**config.mk**
```make
export PLATFORM = sky130hd
export DESIGN_NAME = spi_master_shifter_flat
export DESIGN_NICKNAME = d
export VERILOG_FILES = /design/src/rtl/spi_master_shifter_if.sv /design/src/rtl/spi_master_shifter.sv /design/src/flat_wrapper.sv
export SDC_FILE = /design/constraint.sdc
export NUM_CORES = 1
export LEC_CHECK = 0
export CAP_MARGIN = 20
export CORE_MARGIN = 10
export CORE_UTILIZATION = 30
export DETAILED_ROUTE_END_ITERATION = 8
export HOLD_SLACK_MARGIN = 0.05
export SLEW_MARGIN = 40
export SYNTH_ARGS = -nofsm -noshare
export SYNTH_HDL_FRONTEND = slang
export SYNTH_SLANG_ARGS = --single-unit
```
**constraint.sdc**
```tcl
create_clock -name CLK -period 2.1 [get_ports CLK]
set_input_delay 0.63 -clock CLK [delete_from_list [all_inputs] [get_ports CLK]]
set_output_delay 0.63 -clock CLK [all_outputs]
set_load 0.01 [all_outputs]
```
**src/rtl/spi_master_shifter_if.sv**
```systemverilog
// Controller-side bus of the SPI master shifter: write strobe with data/address,
// enable, received word and status pulses.
interface spi_master_shifter_if #(
  parameter int data    = 8,
  parameter int address = 3
);
  logic               spe;
  logic               m_wr_stb;
  logic [address-1:0] m_addr;
  logic [data-1:0]    m_wdata;
  logic [data-1:0]    m_rdata;
  logic               SPTEF;
  logic               TXC;
  logic               WCOL;

  modport master (
    output spe, m_wr_stb, m_addr, m_wdata,
    input  m_rdata, SPTEF, TXC, WCOL
  );

  modport slave (
    input  spe, m_wr_stb, m_addr, m_wdata,
    output m_rdata, SPTEF, TXC, WCOL
  );
endinterface

```
**src/rtl/spi_master_shifter.sv**
```systemverilog
// SPI mode-0 master shifter with one-entry transmit buffer and one-hot slave selects.
// Define SPI_LSBFE_EN to shift LSB first (default build is MSB first).
module spi_master_shifter #(
  parameter int data    = 8,
  parameter int address = 3,
  parameter int DIV     = 4
) (
  input  logic                   CLK,
  input  logic                   PRESET,
  spi_master_shifter_if.slave    bus,
  input  logic                   MISO,
  output logic                   SCLK,
  output logic                   MOSI,
  output logic [2**address-1:0]  SS_n
);
  localparam int NSS = 2**address;
  localparam int HPW = $clog2(2*data);
  localparam logic [HPW-1:0] HP_LAST      = HPW'(2*data-1);
  localparam logic [HPW-1:0] HP_LAST_FALL = HPW'(2*data-2);
  localparam logic [7:0]     DIV_LAST     = 8'(DIV-1);

  typedef enum logic [2:0] {IDLE, LEAD, SHIFT, TRAIL, DONE} state_t;

  state_t             state_q;
  logic [7:0]         cnt_q;
  logic [HPW-1:0]     hp_q;
  logic [data-1:0]    tx_q, rx_q, rdata_q, buf_data_q;
  logic [address-1:0] buf_addr_q;
  logic               sptef_q, txc_q, wcol_q, sclk_q, mosi_q;
  logic [NSS-1:0]     ss_n_q;
  logic               abort, start, accept, collide;

`ifdef SPI_LSBFE_EN
  function automatic logic first_bit(input logic [data-1:0] w);
    return w[0];
  endfunction
  function automatic logic [data-1:0] tx_shift(input logic [data-1:0] w);
    return {1'b0, w[data-1:1]};
  endfunction
  function automatic logic [data-1:0] rx_shift(input logic [data-1:0] w, input logic b);
    return {b, w[data-1:1]};
  endfunction
`else
  function automatic logic first_bit(input logic [data-1:0] w);
    return w[data-1];
  endfunction
  function automatic logic [data-1:0] tx_shift(input logic [data-1:0] w);
    return {w[data-2:0], 1'b0};
  endfunction
  function automatic logic [data-1:0] rx_shift(input logic [data-1:0] w, input logic b);
    return {w[data-2:0], b};
  endfunction
`endif

  // A load frees the buffer in the same cycle, so a write arriving then is taken.
  assign abort   = (state_q != IDLE) && !bus.spe;
  assign start   = (state_q == IDLE || state_q == DONE) && !sptef_q && bus.spe;
  assign accept  = bus.m_wr_stb && bus.spe && (sptef_q || start);
  assign collide = bus.m_wr_stb && bus.spe && !sptef_q && !start;

  always_ff @(posedge CLK or posedge PRESET) begin
    if (PRESET) begin
      state_q    <= IDLE;
      cnt_q      <= '0;
      hp_q       <= '0;
      tx_q       <= '0;
      rx_q       <= '0;
      rdata_q    <= '0;
      buf_data_q <= '0;
      buf_addr_q <= '0;
      sptef_q    <= 1'b1;
      txc_q      <= 1'b0;
      wcol_q     <= 1'b0;
      sclk_q     <= 1'b0;
      mosi_q     <= 1'b0;
      ss_n_q     <= '1;
    end else begin
      txc_q  <= 1'b0;
      wcol_q <= collide;

      if (abort) begin
        sptef_q <= 1'b1;
      end else if (accept) begin
        sptef_q    <= 1'b0;
        buf_data_q <= bus.m_wdata;
        buf_addr_q <= bus.m_addr;
      end else if (start) begin
        sptef_q <= 1'b1;
      end

      if (abort) begin
        state_q <= IDLE;
        ss_n_q  <= '1;
        sclk_q  <= 1'b0;
        mosi_q  <= 1'b0;
        cnt_q   <= '0;
        hp_q    <= '0;
      end else begin
        case (state_q)
          IDLE, DONE: begin
            if (start) begin
              state_q <= LEAD;
              tx_q    <= buf_data_q;
              mosi_q  <= first_bit(buf_data_q);
              ss_n_q  <= ~(NSS'(1) << buf_addr_q);
              cnt_q   <= '0;
              hp_q    <= '0;
            end else begin
              state_q <= IDLE;
            end
          end
          LEAD: begin
            if (cnt_q == DIV_LAST) begin
              state_q <= SHIFT;
              cnt_q   <= '0;
              hp_q    <= '0;
              sclk_q  <= 1'b1;
              rx_q    <= rx_shift(rx_q, MISO);
            end else begin
              cnt_q <= cnt_q + 8'd1;
            end
          end
          SHIFT: begin
            // Half-periods alternate high/low; the final low half flows into TRAIL.
            if (cnt_q == DIV_LAST) begin
              cnt_q <= '0;
              if (hp_q == HP_LAST) begin
                state_q <= TRAIL;
              end else begin
                hp_q   <= hp_q + 1'b1;
                sclk_q <= ~sclk_q;
                if (sclk_q) begin
                  if (hp_q != HP_LAST_FALL) begin
                    tx_q   <= tx_shift(tx_q);
                    mosi_q <= first_bit(tx_shift(tx_q));
                  end
                end else begin
                  rx_q <= rx_shift(rx_q, MISO);
                end
              end
            end else begin
              cnt_q <= cnt_q + 8'd1;
            end
          end
          TRAIL: begin
            if (cnt_q == DIV_LAST) begin
              state_q <= DONE;
              cnt_q   <= '0;
              rdata_q <= rx_q;
              txc_q   <= 1'b1;
              ss_n_q  <= '1;
              mosi_q  <= 1'b0;
            end else begin
              cnt_q <= cnt_q + 8'd1;
            end
          end
          default: state_q <= IDLE;
        endcase
      end
    end
  end

  assign bus.m_rdata = rdata_q;
  assign bus.SPTEF   = sptef_q;
  assign bus.TXC     = txc_q;
  assign bus.WCOL    = wcol_q;
  assign SCLK        = sclk_q;
  assign MOSI        = mosi_q;
  assign SS_n        = ss_n_q;
endmodule
```
**src/flat_wrapper.sv**
```systemverilog
// flat-port wrapper written by rule: the top's interface ports become plain ports
module spi_master_shifter_flat 
#(
  parameter int data    = 8,
  parameter int address = 3,
  parameter int DIV     = 4
)
  (CLK, PRESET, MISO, SCLK, MOSI, SS_n, bus_spe, bus_m_wr_stb, bus_m_addr, bus_m_wdata, bus_m_rdata, bus_SPTEF, bus_TXC, bus_WCOL);
  spi_master_shifter_if #(.data(data), .address(address)) bus_i ();
  input  logic CLK;
  input  logic PRESET;
  input  logic MISO;
  output logic SCLK;
  output logic MOSI;
  output logic [2**address-1:0] SS_n;
  input wire logic [$bits(bus_i.spe)-1:0] bus_spe;
  input wire logic [$bits(bus_i.m_wr_stb)-1:0] bus_m_wr_stb;
  input wire logic [$bits(bus_i.m_addr)-1:0] bus_m_addr;
  input wire logic [$bits(bus_i.m_wdata)-1:0] bus_m_wdata;
  output wire logic [$bits(bus_i.m_rdata)-1:0] bus_m_rdata;
  output wire logic [$bits(bus_i.SPTEF)-1:0] bus_SPTEF;
  output wire logic [$bits(bus_i.TXC)-1:0] bus_TXC;
  output wire logic [$bits(bus_i.WCOL)-1:0] bus_WCOL;
  assign bus_i.spe = bus_spe;
  assign bus_i.m_wr_stb = bus_m_wr_stb;
  assign bus_i.m_addr = bus_m_addr;
  assign bus_i.m_wdata = bus_m_wdata;
  assign bus_m_rdata = bus_i.m_rdata;
  assign bus_SPTEF = bus_i.SPTEF;
  assign bus_TXC = bus_i.TXC;
  assign bus_WCOL = bus_i.WCOL;
  spi_master_shifter #(.data(data), .address(address), .DIV(DIV)) u_core (.CLK(CLK), .PRESET(PRESET), .bus(bus_i), .MISO(MISO), .SCLK(SCLK), .MOSI(MOSI), .SS_n(SS_n));
endmodule
```
# Word level (Yosys, flattened, before mapping)

Index checks and enable logic that the tools add are counted.
Widths: inputs -> output; s select.

Flip-flop bits (word level): 62
Bits in latches: 0
RAM bits: 0
ROM bits: 0
Logic and storage cells: 127
Memories kept: 0

Add/sub/neg operators: 2
Multipliers: 0
Divide/modulo/power cells: 0
Magnitude comparators: 0
Equal/unequal tests: 22
Shift-type cells: 1
Multiplexer cells: 51
Bitwise logic cells: 3
Reduce and logical (&&, ||, !) cells: 34

Operators with widths:

| operator            | count |
|---|---|
| $mux 8              | 10 |
| $pmux 8 s2          | 3 |
| $mux 7              | 5 |
| $ne 3x1->1 const B  | 7 |
| $mux 4              | 5 |
| $mux 1              | 18 |
| $mux 3              | 5 |
| $reduce_bool 3->1   | 5 |
| $pmux 7 s2          | 1 |
| $reduce_and 7->1    | 2 |
| $pmux 3 s4          | 1 |
| $pmux 4 s3          | 1 |
| $ne 2x1->1 const B  | 5 |
| $add 8x1->8 const B | 1 |
| $eq 8x2->1 const B  | 1 |
| $not 8->8           | 1 |
| $reduce_and 4->1    | 2 |
| $reduce_bool 4->1   | 2 |
| $shl 1x3->8 const A | 1 |
| $logic_and 1x1->1   | 7 |
| $eq 3x2->1 const B  | 2 |
| $reduce_and 3->1    | 2 |
| $reduce_and 6->1    | 1 |
| $reduce_and 5->1    | 1 |
| other kinds (17)    | 24 |

# Depth between registers and ports, before layout

Gate-level depths: netlist (run 1).

Word-level depth: 8
Depth in mapped cells: 6
Mapped depth without buffers: 6

# Least setup slack after synthesis (run 1)

OpenSTA, ideal clock, no wires.

Path type: input -> register
From: in bus_spe
To: reg u_core.mosi_q, in the netlist u_core.MOSI
Setup time: 0.127 ns
Arrival time: 1.901 ns
Slack: 0.071 ns
Stages: 5
Path buffers: 1
Cell sequence: clkbuf_1 -> nor2b_1 -> nor3_1 -> a2111oi_1 -> mux2_1

Word-level cells in the longest chain between the ends: 4
Elaborated cells on any way between the ends: 12
Those cells by class: eq/ne (6); mux (1); reduce/logical (5)

Ends and longest elaborated chain:

| item                                         | RTL line                  | RTL |
|---|---|---|
| start, declared                              | flat_wrapper.sv:16        | `input wire logic [$bits(bus_i.spe)-1:0] bus_spe;` |
| $logic_not 1->1                              | spi_master_shifter.sv:56  | `assign abort = (state_q != IDLE) && !bus.spe;` |
| $logic_and 1x1->1                            | spi_master_shifter.sv:56  |  |
| $ne 3x1->1 (no line) (tied with other cells) | n/a                       |  |
| $reduce_and 7->1 (no line)                   | n/a                       |  |
| end signal, assigned                         | spi_master_shifter.sv:104 | `mosi_q <= first_bit(buf_data_q);` |
| end signal, assigned                         | spi_master_shifter.sv:135 | `mosi_q <= first_bit(tx_shift(tx_q));` |
| end, declared                                | spi_master_shifter.sv:29  | `logic sptef_q, txc_q, wcol_q, sclk_q, mosi_q;` |

Parallel ways exist; a longest one is shown, timed or not.
A chain may end at the register's enable or synchronous reset.

# Worst setup path after layout (run 1)

From: reg u_core.hp_q[0]
To: reg u_core.mosi_q, in the netlist u_core.MOSI

Word-level cells in the longest chain between the ends: 3
Elaborated cells on any way between the ends: 5
Those cells by class: eq/ne (4); reduce/logical (1)

Ends and longest elaborated chain:

| item                                                      | RTL line                                             | RTL |
|---|---|---|
| start, declared                                           | spi_master_shifter.sv:26                             | `logic [HPW-1:0] hp_q;` |
| start signal, assigned                                    | spi_master_shifter.sv:130                            | `hp_q <= hp_q + 1'b1;` |
| $ne 4x4->1 / $eq 4x4->1 (equally long branches)           | spi_master_shifter.sv:133, spi_master_shifter.sv:127 |  |
| $ne 3x1->1 (no line) / $ne 3x2->1 (equally long branches) | n/a                                                  |  |
| $reduce_and 7->1 (no line) (*)                            | n/a                                                  |  |

Mark *: on every way between the ends. The rest lies on a longest branch, timed or not.

==> impl_metrics.env, run 1 <==
export IMPL_cts_buffers_inserted=9
export IMPL_numPortBuffers=36
export IMPL_seq_area_frac_synth_pct=52.4
export IMPL_clk_pin_slew_ns=0.07
export IMPL_startpoint_type="flop"
export IMPL_rows=36
export IMPL_synth_seq_cells=62
export IMPL_critPathArrivalTime_ns=2.29
export IMPL_tritoncts="built"
export IMPL_diodes=0
export IMPL_power_density_nw_per_um2=769
export IMPL_drive_gt1_share_pct=37.3
export IMPL_syn_inst=246
export IMPL_synth_enable_flop_cells=0
export IMPL_finalWorstSetupSlack_ns=0.0224
export IMPL_min_delay_path_class="reg2reg"
export IMPL_synthArstFlopShare_pct=100
export IMPL_grt_first_pass_wirelength_mm=11.3
export IMPL_dieWidth_um=120
export IMPL_max_freq_mhz=481
export IMPL_wire_per_inst_um=14.4
export IMPL_synth_top_cell_area_share_pct=44.4
export IMPL_clock_latency_ns=0.34
export IMPL_yosys_most_used_dff="dfrtp_1"
export IMPL_firstDrtPassIters=4
export IMPL_preCtsSetupSlack_ns=-0.424
export IMPL_grt_max_degree=35
export IMPL_yosysWarnings=0
export IMPL_rsz0062_at_grt="true"
export IMPL_antenna_found_initial=0
export IMPL_fillers=972
export IMPL_fp_coreArea_um2=9730
export IMPL_pin_count=37
export IMPL_drt_total_wl_mm=6.66
export IMPL_cts_htree_levels=3
export IMPL_maxSlewViolCount=0
export IMPL_antenna_left=0
export IMPL_final_common_cell="dfrtp_1"
export IMPL_clk_path_buf_depth=2
export IMPL_vias_per_cell=4.79
export IMPL_die_h_um=120
export IMPL_grt_ovfl_total=0
export IMPL_period_share_pct=98.9
export IMPL_cp_max_fo=3
export IMPL_clock_skew_ns=0.0108
export IMPL_status="finished clean"
export IMPL_period_minus_slack_ns=2.08
export IMPL_yosys_area_top_type="dfrtp_1"
export IMPL_cp_end_kind="flop"
export IMPL_ir_drop_mv=0.504
export IMPL_grt_use_total_pct=9.52
export IMPL_netlist_cell_type_count=49
export IMPL_p_leak_nw=1.79
export IMPL_max_cap_violations=0
export IMPL_fp_dieArea_um2=14300
export IMPL_area_delta_synth_final_pct=35.7
export IMPL_setup_viol_count_final=0
export IMPL_multiInputGateArea_um2=1400
export IMPL_critPathLaunch="u_core.hp_q[0]"
export IMPL_worst_pin_slew_ns=0.471
export IMPL_hold_start="u_core.SS_n[4]"
export IMPL_final_cell_mix="53 x dfrtp_1, 37 x mux2_2, 35 x buf_4"
export IMPL_nets=344
export IMPL_place_congestion=0.839
export IMPL_reg2reg_from="u_core.hp_q[0]"
export IMPL_r2r_slack_ns=0.02
export IMPL_root_buffer="clkbuf_8"
export IMPL_drt_iter0_markers=112
export IMPL_hold_viol_final=0
export IMPL_slew_limit_headroom_pct=68.2
export IMPL_syn_area_per_cell_um2=12.1
export IMPL_cts_hold_buf=0
export IMPL_drc=0
export IMPL_via_count=2216
export IMPL_cts_sinks=62
export IMPL_synth_fp_nets=265
export IMPL_critical_path_class="reg2reg"
export IMPL_synth_area_um2=2980
export IMPL_dp_hpwl_mm=4.80
export IMPL_start_util_pct=30.7
export IMPL_worstPathRequired_ns=2.31
export IMPL_seqCellArea_um2=1560
export IMPL_fin_util_pct=41.6
export IMPL_first_global_vias=2287
export IMPL_synthTopCellsByArea="dfrtp_1 44%, mux2_2 15%, dfstp_2 7.9%, a21oi_1 1.7%, mux2i_1 1.7%"
-- cells in the mapped netlist (2+ instances only) --
master,n
nor3b_1,2
nand2_1,9
o21ai_0,5
or3_1,2
mux2_2,41
nand2b_1,7
ha_1,3
nor3_2,3
nand4b_1,2
nor4b_4,2
nor2b_1,4
mux2i_1,5
inv_1,8
and2_1,2
a21o_1,2
and3_1,6
nand3_1,9
clkbuf_1,7
a31oi_1,3
or3b_2,2
a221o_1,2
o211ai_1,2
nor3_1,4
a22o_1,3
dfrtp_1,53
nand4_1,2
a2bb2oi_1,4
o32a_1,4
dfstp_2,9
a21oi_1,10
nor2_1,10
o31ai_1,2
-- worst paths after layout --
check | end | cells after the start
worst max-delay path | u_core.MOSI | 7
worst min-delay path | u_core.SS_n[4] | 1
worst max register to register | u_core.MOSI | 7
worst min register to register | u_core.SS_n[4] | 1
max in group asynchronous | u_core.SS_n[5] | 3
min in group asynchronous | u_core.bus.m_rdata[1] | 3
-- worst max-delay path, stage by stage, from the launching register on --
cell       delay, ns
dfrtp_1         0.38
buf_6           0.11
inv_1           0.03
ha_1            0.18
o211ai_1        0.20
nand4_1         0.21
a2111oi_2       0.48
mux2_1          0.36
-- registers in the layout, indices dropped and copies added (netlist names) --
| register | cells |
|---|---|
| u_core.SS_n | 8 |
| u_core.buf_data_q | 8 |
| u_core.bus.m_rdata | 8 |
| u_core.cnt_q | 8 |
| u_core.rx_q | 8 |
| u_core.tx_q | 7 |
| u_core.hp_q | 4 |
| u_core.buf_addr_q | 3 |
| u_core.state_q | 3 |
| u_core.MOSI | 1 |
| u_core.SCLK | 1 |
| u_core.bus.SPTEF | 1 |
| u_core.bus.TXC | 1 |
| u_core.bus.WCOL | 1 |
-- cell families (layout without fill, tap and decap cells) --
logic type / count (synthesis) / in the layout / synth area share (%)
buffers and inverters: 17 / 101 / 2.26
XOR/XNOR: 1 / 1 / 0.294
AND/OR/NAND/NOR: 70 / 70 / 14.8
adder cells (fa/ha/maj): 3 / 3 / 1.26
multiplexers: 47 / 47 / 17.5
AO/OA/AOI/OAI: 46 / 46 / 11.5
flip-flops: 62 / 62 / 52.4
-- per-layer routing --
| metal | part of all wire [%] | wire [um] | GRT usage [%] |
|---|---|---|---|
| met1 | 48 | 3210 | 12.4 |
| met2 | 47 | 3110 | 14.1 |
| met3 | 4.1 | 274 | 3.38 |
| met4 | 0.98 | 65 | 3.70 |
| met5 | 0 | 0 | 0 |
-- timing repair --
item                       CTS  global route
setup endpoints to repair    2            38
resized for setup            3            14
pin swaps                    0             3
setup buffers                0             1
-- through the flow --
step | area (um2) | TNS, ns | hold slack (ns) | std cells | total power, mW
after detailed placement | 3800 | -13.88 | 0.495 | 446 | 2.15
final | 4050 | 0 | 0.505 | 463 | 3.11
after CTS | 3990 | -0.00399 | 0.509 | 462 | 3.12
after global placement | 3800 | -12.34 | 0.485 | 446 | 2.13
after global routing | 4050 | -0.0810 | 0.512 | 463 | 3.29
after floorplan | 2990 | 0 | 0.471 | 246 | 1.86
-- cell type report --
type	instances	share of cell area, %
Clock buffer	11	3.49
Inverter	8	0.834
Sequential cell	62	38.6
Timing Repair Buffer	77	17.6
Tap cell	133	4.11
Clock inverter	5	0.865
Multi-Input combinational cell	167	34.5
-- where the power goes --
group | switching (mW) | internal (mW)
clock | 0.487 | 0.458
sequential | 0.117 | 1.38
combinational | 0.271 | 0.405
No activity file was read; power rests on OpenSTA's default activity.
==> run 2: changes to the inputs <==
--- a/config.mk
+++ b/config.mk
@@ -5,7 +5,6 @@
 export SDC_FILE = /design/constraint.sdc
 export NUM_CORES = 1
 export LEC_CHECK = 0
-export CAP_MARGIN = 20
 export CORE_MARGIN = 10
 export CORE_UTILIZATION = 30
 export DETAILED_ROUTE_END_ITERATION = 8
==> results of run 2 <==
No change in the layout: final DEF, timing and power equal those of run 1.
